**src/rtl/intr_pkg.sv**
```systemverilog
// Shared types and limits for the interrupt controller.
package intr_pkg;

  typedef enum logic {IDLE, REQ} intr_state_e;

  // Upper bound on the number of sources the controller supports.
  localparam int MAX_SRC = 32;

endpackage

```
**src/rtl/intr_prio_enc.sv**
```systemverilog
// Fixed-priority encoder: reports the highest set index of the input vector.
module intr_prio_enc #(
  parameter int N_SRC = 8,
  parameter int ID_W  = $clog2(N_SRC)
) (
  input  logic [N_SRC-1:0] vec_i,
  output logic             any_o,
  output logic [ID_W-1:0]  idx_o
);

  assign any_o = |vec_i;

  // Ascending scan so the last (highest) set bit wins.
  always_comb begin
    idx_o = '0;
    for (int i = 0; i < N_SRC; i++) begin
      if (vec_i[i]) idx_o = ID_W'(i);
    end
  end

endmodule

```
**src/rtl/intr_ctrl.sv**
```systemverilog
// N-source interrupt controller: per-source edge/level trigger, pending
// latches, mask, fixed highest-index priority and a req/ack handshake that
// holds the granted ID stable until the consumer acknowledges it.
module intr_ctrl
  import intr_pkg::*;
#(
  parameter int N_SRC = 8,
  parameter int ID_W  = $clog2(N_SRC)
) (
  input  logic             clk_i,
  input  logic             rst_ni,
  input  logic [N_SRC-1:0] src_i,
  input  logic [N_SRC-1:0] edge_mode_i,
  input  logic [N_SRC-1:0] mask_i,
  output logic             intr_o,
  output logic [ID_W-1:0]  id_o,
  input  logic             ack_i,
  output logic [N_SRC-1:0] pend_o
);

  if (N_SRC < 2 || N_SRC > MAX_SRC) begin : g_bad_n_src
    $error("intr_ctrl: N_SRC out of range 2..MAX_SRC");
  end

  logic [N_SRC-1:0] src_q;
  logic [N_SRC-1:0] pend_q, pend_d;
  logic [N_SRC-1:0] rise, clr, elig;
  intr_state_e      state_q;
  logic             intr_q;
  logic [ID_W-1:0]  id_q;
  logic             any;
  logic [ID_W-1:0]  win_idx;
  logic             ack_acc;

  assign rise    = src_i & ~src_q;
  assign elig    = pend_q & mask_i;
  assign ack_acc = (state_q == REQ) && ack_i;

  // Per-source pending next state. For edge sources a new rise overrides the
  // acknowledge clear so an event landing on the ack cycle is not lost; level
  // sources simply track the line and ignore the clear.
  for (genvar i = 0; i < N_SRC; i++) begin : g_src
    assign clr[i]    = ack_acc && (id_q == ID_W'(i));
    assign pend_d[i] = edge_mode_i[i] ? ((pend_q[i] & ~clr[i]) | rise[i])
                                      : src_i[i];
  end

  intr_prio_enc #(
    .N_SRC (N_SRC),
    .ID_W  (ID_W)
  ) u_prio (
    .vec_i (elig),
    .any_o (any),
    .idx_o (win_idx)
  );

  // Edge-detect history and pending latches.
  always_ff @(posedge clk_i or negedge rst_ni) begin
    if (!rst_ni) begin
      src_q  <= '0;
      pend_q <= '0;
    end else begin
      src_q  <= src_i;
      pend_q <= pend_d;
    end
  end

  // Handshake FSM with registered request and ID; a request is never
  // withdrawn, and a newer higher-priority source waits for the next IDLE.
  always_ff @(posedge clk_i or negedge rst_ni) begin
    if (!rst_ni) begin
      state_q <= IDLE;
      intr_q  <= 1'b0;
      id_q    <= '0;
    end else begin
      case (state_q)
        IDLE: begin
          if (any) begin
            state_q <= REQ;
            intr_q  <= 1'b1;
            id_q    <= win_idx;
          end
        end
        REQ: begin
          if (ack_i) begin
            state_q <= IDLE;
            intr_q  <= 1'b0;
          end
        end
        default: begin
          state_q <= IDLE;
          intr_q  <= 1'b0;
        end
      endcase
    end
  end

  assign intr_o = intr_q;
  assign id_o   = id_q;
  assign pend_o = pend_q;

endmodule

```
**config.mk**
```make
export PLATFORM = sky130hd
export DESIGN_NAME = intr_ctrl
export DESIGN_NICKNAME = d
export VERILOG_FILES = /design/src/rtl/intr_pkg.sv /design/src/rtl/intr_prio_enc.sv /design/src/rtl/intr_ctrl.sv
export SDC_FILE = /design/constraint.sdc
export NUM_CORES = 1
export LEC_CHECK = 0
export BUFFER_PORTS_ARGS = -buffer_cell sky130_fd_sc_hd__clkbuf_2
export CAP_MARGIN = 10
export CORE_MARGIN = 5
export CORE_UTILIZATION = 41
export DETAILED_ROUTE_END_ITERATION = 7
export PLACE_DENSITY = 0.73
export SLEW_MARGIN = 20
export SYNTH_ARGS = -nofsm -noshare
export SYNTH_HDL_FRONTEND = slang
export SYNTH_SLANG_ARGS = --single-unit
export TNS_END_PERCENT = 100
```
**constraint.sdc**
```tcl
create_clock -name clk_i -period 1.2 [get_ports clk_i]
set_input_delay 0.24 -clock clk_i [delete_from_list [all_inputs] [get_ports clk_i]]
set_output_delay 0.24 -clock clk_i [all_outputs]
set_load 0.03 [all_outputs]
```
# == Word-level counts from Yosys, hierarchy flattened ==
# Cells that the tools add are included.
# W data, S select, Z words.
# totals
out_inout_bits,12
elab_cells,76
ff_bits,21
# classes
muxes,21
reduce_logical,13
eq_ne,9
bitwise_logic,28
# op_table
op,n
$and A8 B8 Y8,2
$mux W1,13
$eq A3 B3 Y1 const B,4
$mux W3,4
$logic_and A1 B1 Y1,9
$not A1 Y1,9
$and A1 B1 Y1,8
$not A8 Y8,1
$or A1 B1 Y1,8
$reduce_or A8 Y1,1
$eq A3 B2 Y1 const B,2
$mux W2,2
$ne A2 B2 Y1 const B,2
$pmux W1 S2,2
$reduce_and A2 Y1,2
$eq A3 B1 Y1 const B,1
$logic_not A3 Y1,1

# == Logic depth before layout (Yosys ltp) ==
# depth
depth_word,8
ltp_mapped,4

# == Hierarchy ==
# From an unflattened synthesis, not the netlist that was laid out.
# unflattened
cells_unflattened,86
hier_area_um2,889.6
# by_module_without_submodules
mod,area_each_um2,n_inst,cells_each
intr_ctrl,823.3,1,74
intr_prio_enc,66.3,1,12

# == Least setup slack after synthesis ==
# Ideal clock, no wire load.
# synth_timing
path_type,register to register
from,"register pend_q[7], in the netlist pend_o[7]"
to,"register id_q[1], in the netlist id_o[1]"
required_time_ns,1.075
setup_ns,0.125
t_arrival_ns,1.298
period_less_slack_ns,1.423
stages_incl_launch_ff,4
setup_slack_ns,-0.223
cell_sequence,dfrtp_1 a22oi_2 a41oi_4 mux2_4
# synth_between
elab_chain_len,3
word_cells_on_any_way,4
# synth_rtl
item,line_no,source
from (decl),intr_ctrl.sv:26,"logic [N_SRC-1:0] pend_q, pend_d;"
from (signal assigned),intr_ctrl.sv:64,pend_q <= pend_d;
$and A8 B8 Y8 (*),intr_ctrl.sv:36,assign elig = pend_q & mask_i;
$reduce_or A8 Y1,intr_prio_enc.sv:11,assign any_o = |vec_i;
$reduce_and A2 Y1 (no source line),n/a,
to (signal assigned),intr_ctrl.sv:81,id_q <= win_idx;
to (decl),intr_ctrl.sv:30,logic [ID_W-1:0] id_q;
# Mark *: on every way between the ends. The rest lies on a longest branch, timed or not.
# A chain may end at the register's enable or synchronous reset.

# == Worst setup path in the final report ==
# layout_timing
from,"register pend_q[2], in the netlist pend_o[2]"
to,"register id_q[1], in the netlist id_o[1]"
# layout_between
elab_chain_len,7
word_cells_on_any_way,9
# layout_rtl
item,line_no,source
$and A8 B8 Y8 (*),intr_ctrl.sv:36,
$mux W2 (2 in series),intr_prio_enc.sv:17,if (vec_i[i]) idx_o = ID_W'(i);
$mux W3 (4 in series),intr_prio_enc.sv:17,
# Marks and branches as above.

==> results.sh <==
export IMPL_ys_types=21
export IMPL_antenna_left=0
export IMPL_via_per_inst=5.11
export IMPL_grt_usage=0.158
export IMPL_syn_inst=73
export IMPL_hold_start="src_i[5]"
export IMPL_port_buffers=38
export IMPL_maxCapViolCount=0
export IMPL_setup_tns_ps=-595
export IMPL_maxUsedRoutingLayer="met4"
export IMPL_place_ws_ps=-90.3
export IMPL_insertion_delay_ps=310
export IMPL_start_util=0.421
export IMPL_die_area_sq_mm=0.00325
export IMPL_areaGrowthSynthToFinish_pct=63.2
export IMPL_fmaxAchievable_mhz=764
export IMPL_synth_area_sq_um=905
export IMPL_first_pass_iters=4
export IMPL_reg2reg_depth=3
export IMPL_wl_met3_um=120
export IMPL_reg2reg_slack_ps=-110
export IMPL_clkTransAtPathRegs_ps=120
export IMPL_fin_skew_ps=14.3
export IMPL_slew_headroom=0.662
export IMPL_wl_met2_mm=1.24
export IMPL_cts_root_buf="clkbuf_4"
export IMPL_hold_slack_ps=45.6
export IMPL_required_ps=1390
export IMPL_hold_viol_final=0
export IMPL_fin_crit_sh=1.09
export IMPL_vias=848
export IMPL_rr_startpoint="pend_o[2]$_DFF_PN0_"
export IMPL_endpoint_kind="flip-flop"
export IMPL_critPathMaxFanout=4
export IMPL_ys_seq_area_frac=0.581
export IMPL_cts_buffers=3
export IMPL_synth_net_count=100
export IMPL_wl_per_cell_um=14.2
export IMPL_first_iter_violations=14
export IMPL_r2r_end="id_o[1]$_DFFE_PN0P_"
export IMPL_p_per_area_mw_per_mm2=1730
export IMPL_hold_class="in2reg"
export IMPL_crit_path_start_kind="flip-flop"
export IMPL_path_class="reg2reg"
export IMPL_setup_viol=12
export IMPL_violations="negative setup slack"
export IMPL_die_h_um=57.0
export IMPL_clk_path_buf_depth=2
export IMPL_h_tree_depth=1
export IMPL_drt_met1_wl_um=932
export IMPL_grt_pass1_wl_mm=4.03
export IMPL_n_antenna_cell=0
export IMPL_period_minus_slack_ps=1310
export IMPL_cts_sinks=21
export IMPL_ir_worst_vdd_mv=1.40
export IMPL_power_leakage_nw=0.700
export IMPL_drt_wl_total_mm=2.36
export IMPL_antenna_found_initial=0
export IMPL_layout_commonest_cell="clkbuf_2"
export IMPL_whs_path_depth=1
export IMPL_startpoint="pend_o[2]$_DFF_PN0_"
export IMPL_row_count=17
export IMPL_synth_seq_cells=21
export IMPL_rsz0062_at_grt="yes"
export IMPL_final_core_util=0.687
export IMPL_grt_pass1_vias=908
export IMPL_final_cell_mix="clkbuf_2, nand2_1, buf_4"
export IMPL_min_to="src_q[5]$_DFF_PN0_"
export IMPL_gp_congestion=0.812
export IMPL_drc_errors=0
export IMPL_core_area_sq_mm=0.00215
export IMPL_hpwl_mm=1.78
export IMPL_grt_overflow_total=0
export IMPL_yosys_warnings=0
export IMPL_fin_nets=166
export IMPL_dieWidth_um=57.0
export IMPL_outcome="finished with violations"
export IMPL_arrival_ps=1500
export IMPL_syn_area_per_cell_sq_um=12.4
export IMPL_slew_viol_final=0
export IMPL_pin_count=39
export IMPL_cts_tree="built"
export IMPL_grt_start_max_net_pins=22
export IMPL_worst_slack_ps=-109
export IMPL_finalPower_mw=2.55
export IMPL_final_layout_size_suffix_gt1_frac=0.638
export IMPL_worst_slew_pin_slew_ps=508
report_power, final:
part,switching (mW),total (mW),internal [mW]
Combinational,0.566,1.20,0.637
Sequential,0.160,1.01,0.850
Clock,0.213,0.337,0.124
final cells by class:
type                            count  area, sq um
Clock buffer                        3         22.5
Sequential cell                    21          537
Multi-Input combinational cell     50          385
Tap cell                           28         35.0
Timing Repair Buffer               61          484
Inverter                            2         7.51
Clock inverter                      1         5.00
Fill cell                         158          672
logic make-up (layout without fill, tap and decap cells):
family                 after synthesis  after routing  share of synthesized area
AO/OA/AOI/OAI                       22             22                      0.259
AND/OR/NAND/NOR                     27             27                      0.136
buffers and inverters                2             67                    0.00830
flip-flops                          21             21                      0.581
multiplexers                         1              1                     0.0166
sequential cells by signal (all words and copies together) (netlist names):
register	flops
pend_o	8
src_q	8
id_o	3
intr_o	1
state_q	1
stage by stage:
stage	instances	area, sq um
after floorplan	73	915
after global placement	152	1240
after detailed placement	152	1240
after CTS	165	1430
after global routing	166	1480
final	166	1480
what timing repair did:
item | in CTS | in global routing
setup buffers | 8 | 1
setup endpoints to repair | 14 | 23
hold endpoints to repair | 21 | 0
resized for setup | 24 | 22
hold buffers | 1 | 0
pin swaps | 2 | 3
cell usage after synthesis (all sizes together):
library cell	instances	area, sq um
a22oi	4	58.8
a41oi	1	27.5
nand2	18	70.1
and3	1	11.3
a32oi	1	8.76
dfrtp	21	526
nor2	3	13.8
inv	2	7.51
a21o	3	25.0
a21oi	1	5.00
mux2	1	15.0
a31oi	1	6.26
o21a	1	7.51
nor2b	2	12.5
nand3	3	15.0
a32o	9	90.1
o21ai	1	5.00
per-layer routing:
metal  vias to the layer above  GRT usage
met3                         6     0.0339
li1                        406          -
met1                       413      0.197
met5                         -          0
met2                        23      0.264
met4                         0     0.0662
worst max path at each step:
stage	to	cells past startpoint
6_report	id_o[1]$_DFFE_PN0P_	3
5_1_grt	id_o[1]$_DFFE_PN0P_	3
4_1_cts	id_o[1]$_DFFE_PN0P_	3
3_5_place_dp	id_o[1]$_DFFE_PN0P_	3
3_3_place_gp	id_o[1]$_DFFE_PN0P_	3
2_1_floorplan	id_o[1]$_DFFE_PN0P_	3
critical path: stages, from the launching register on:
cell and delay (ps):
dfrtp_2 440, a22oi_2 250, a41oi_4 170, mux2_4 330
No activity file was read; power rests on OpenSTA's default activity.
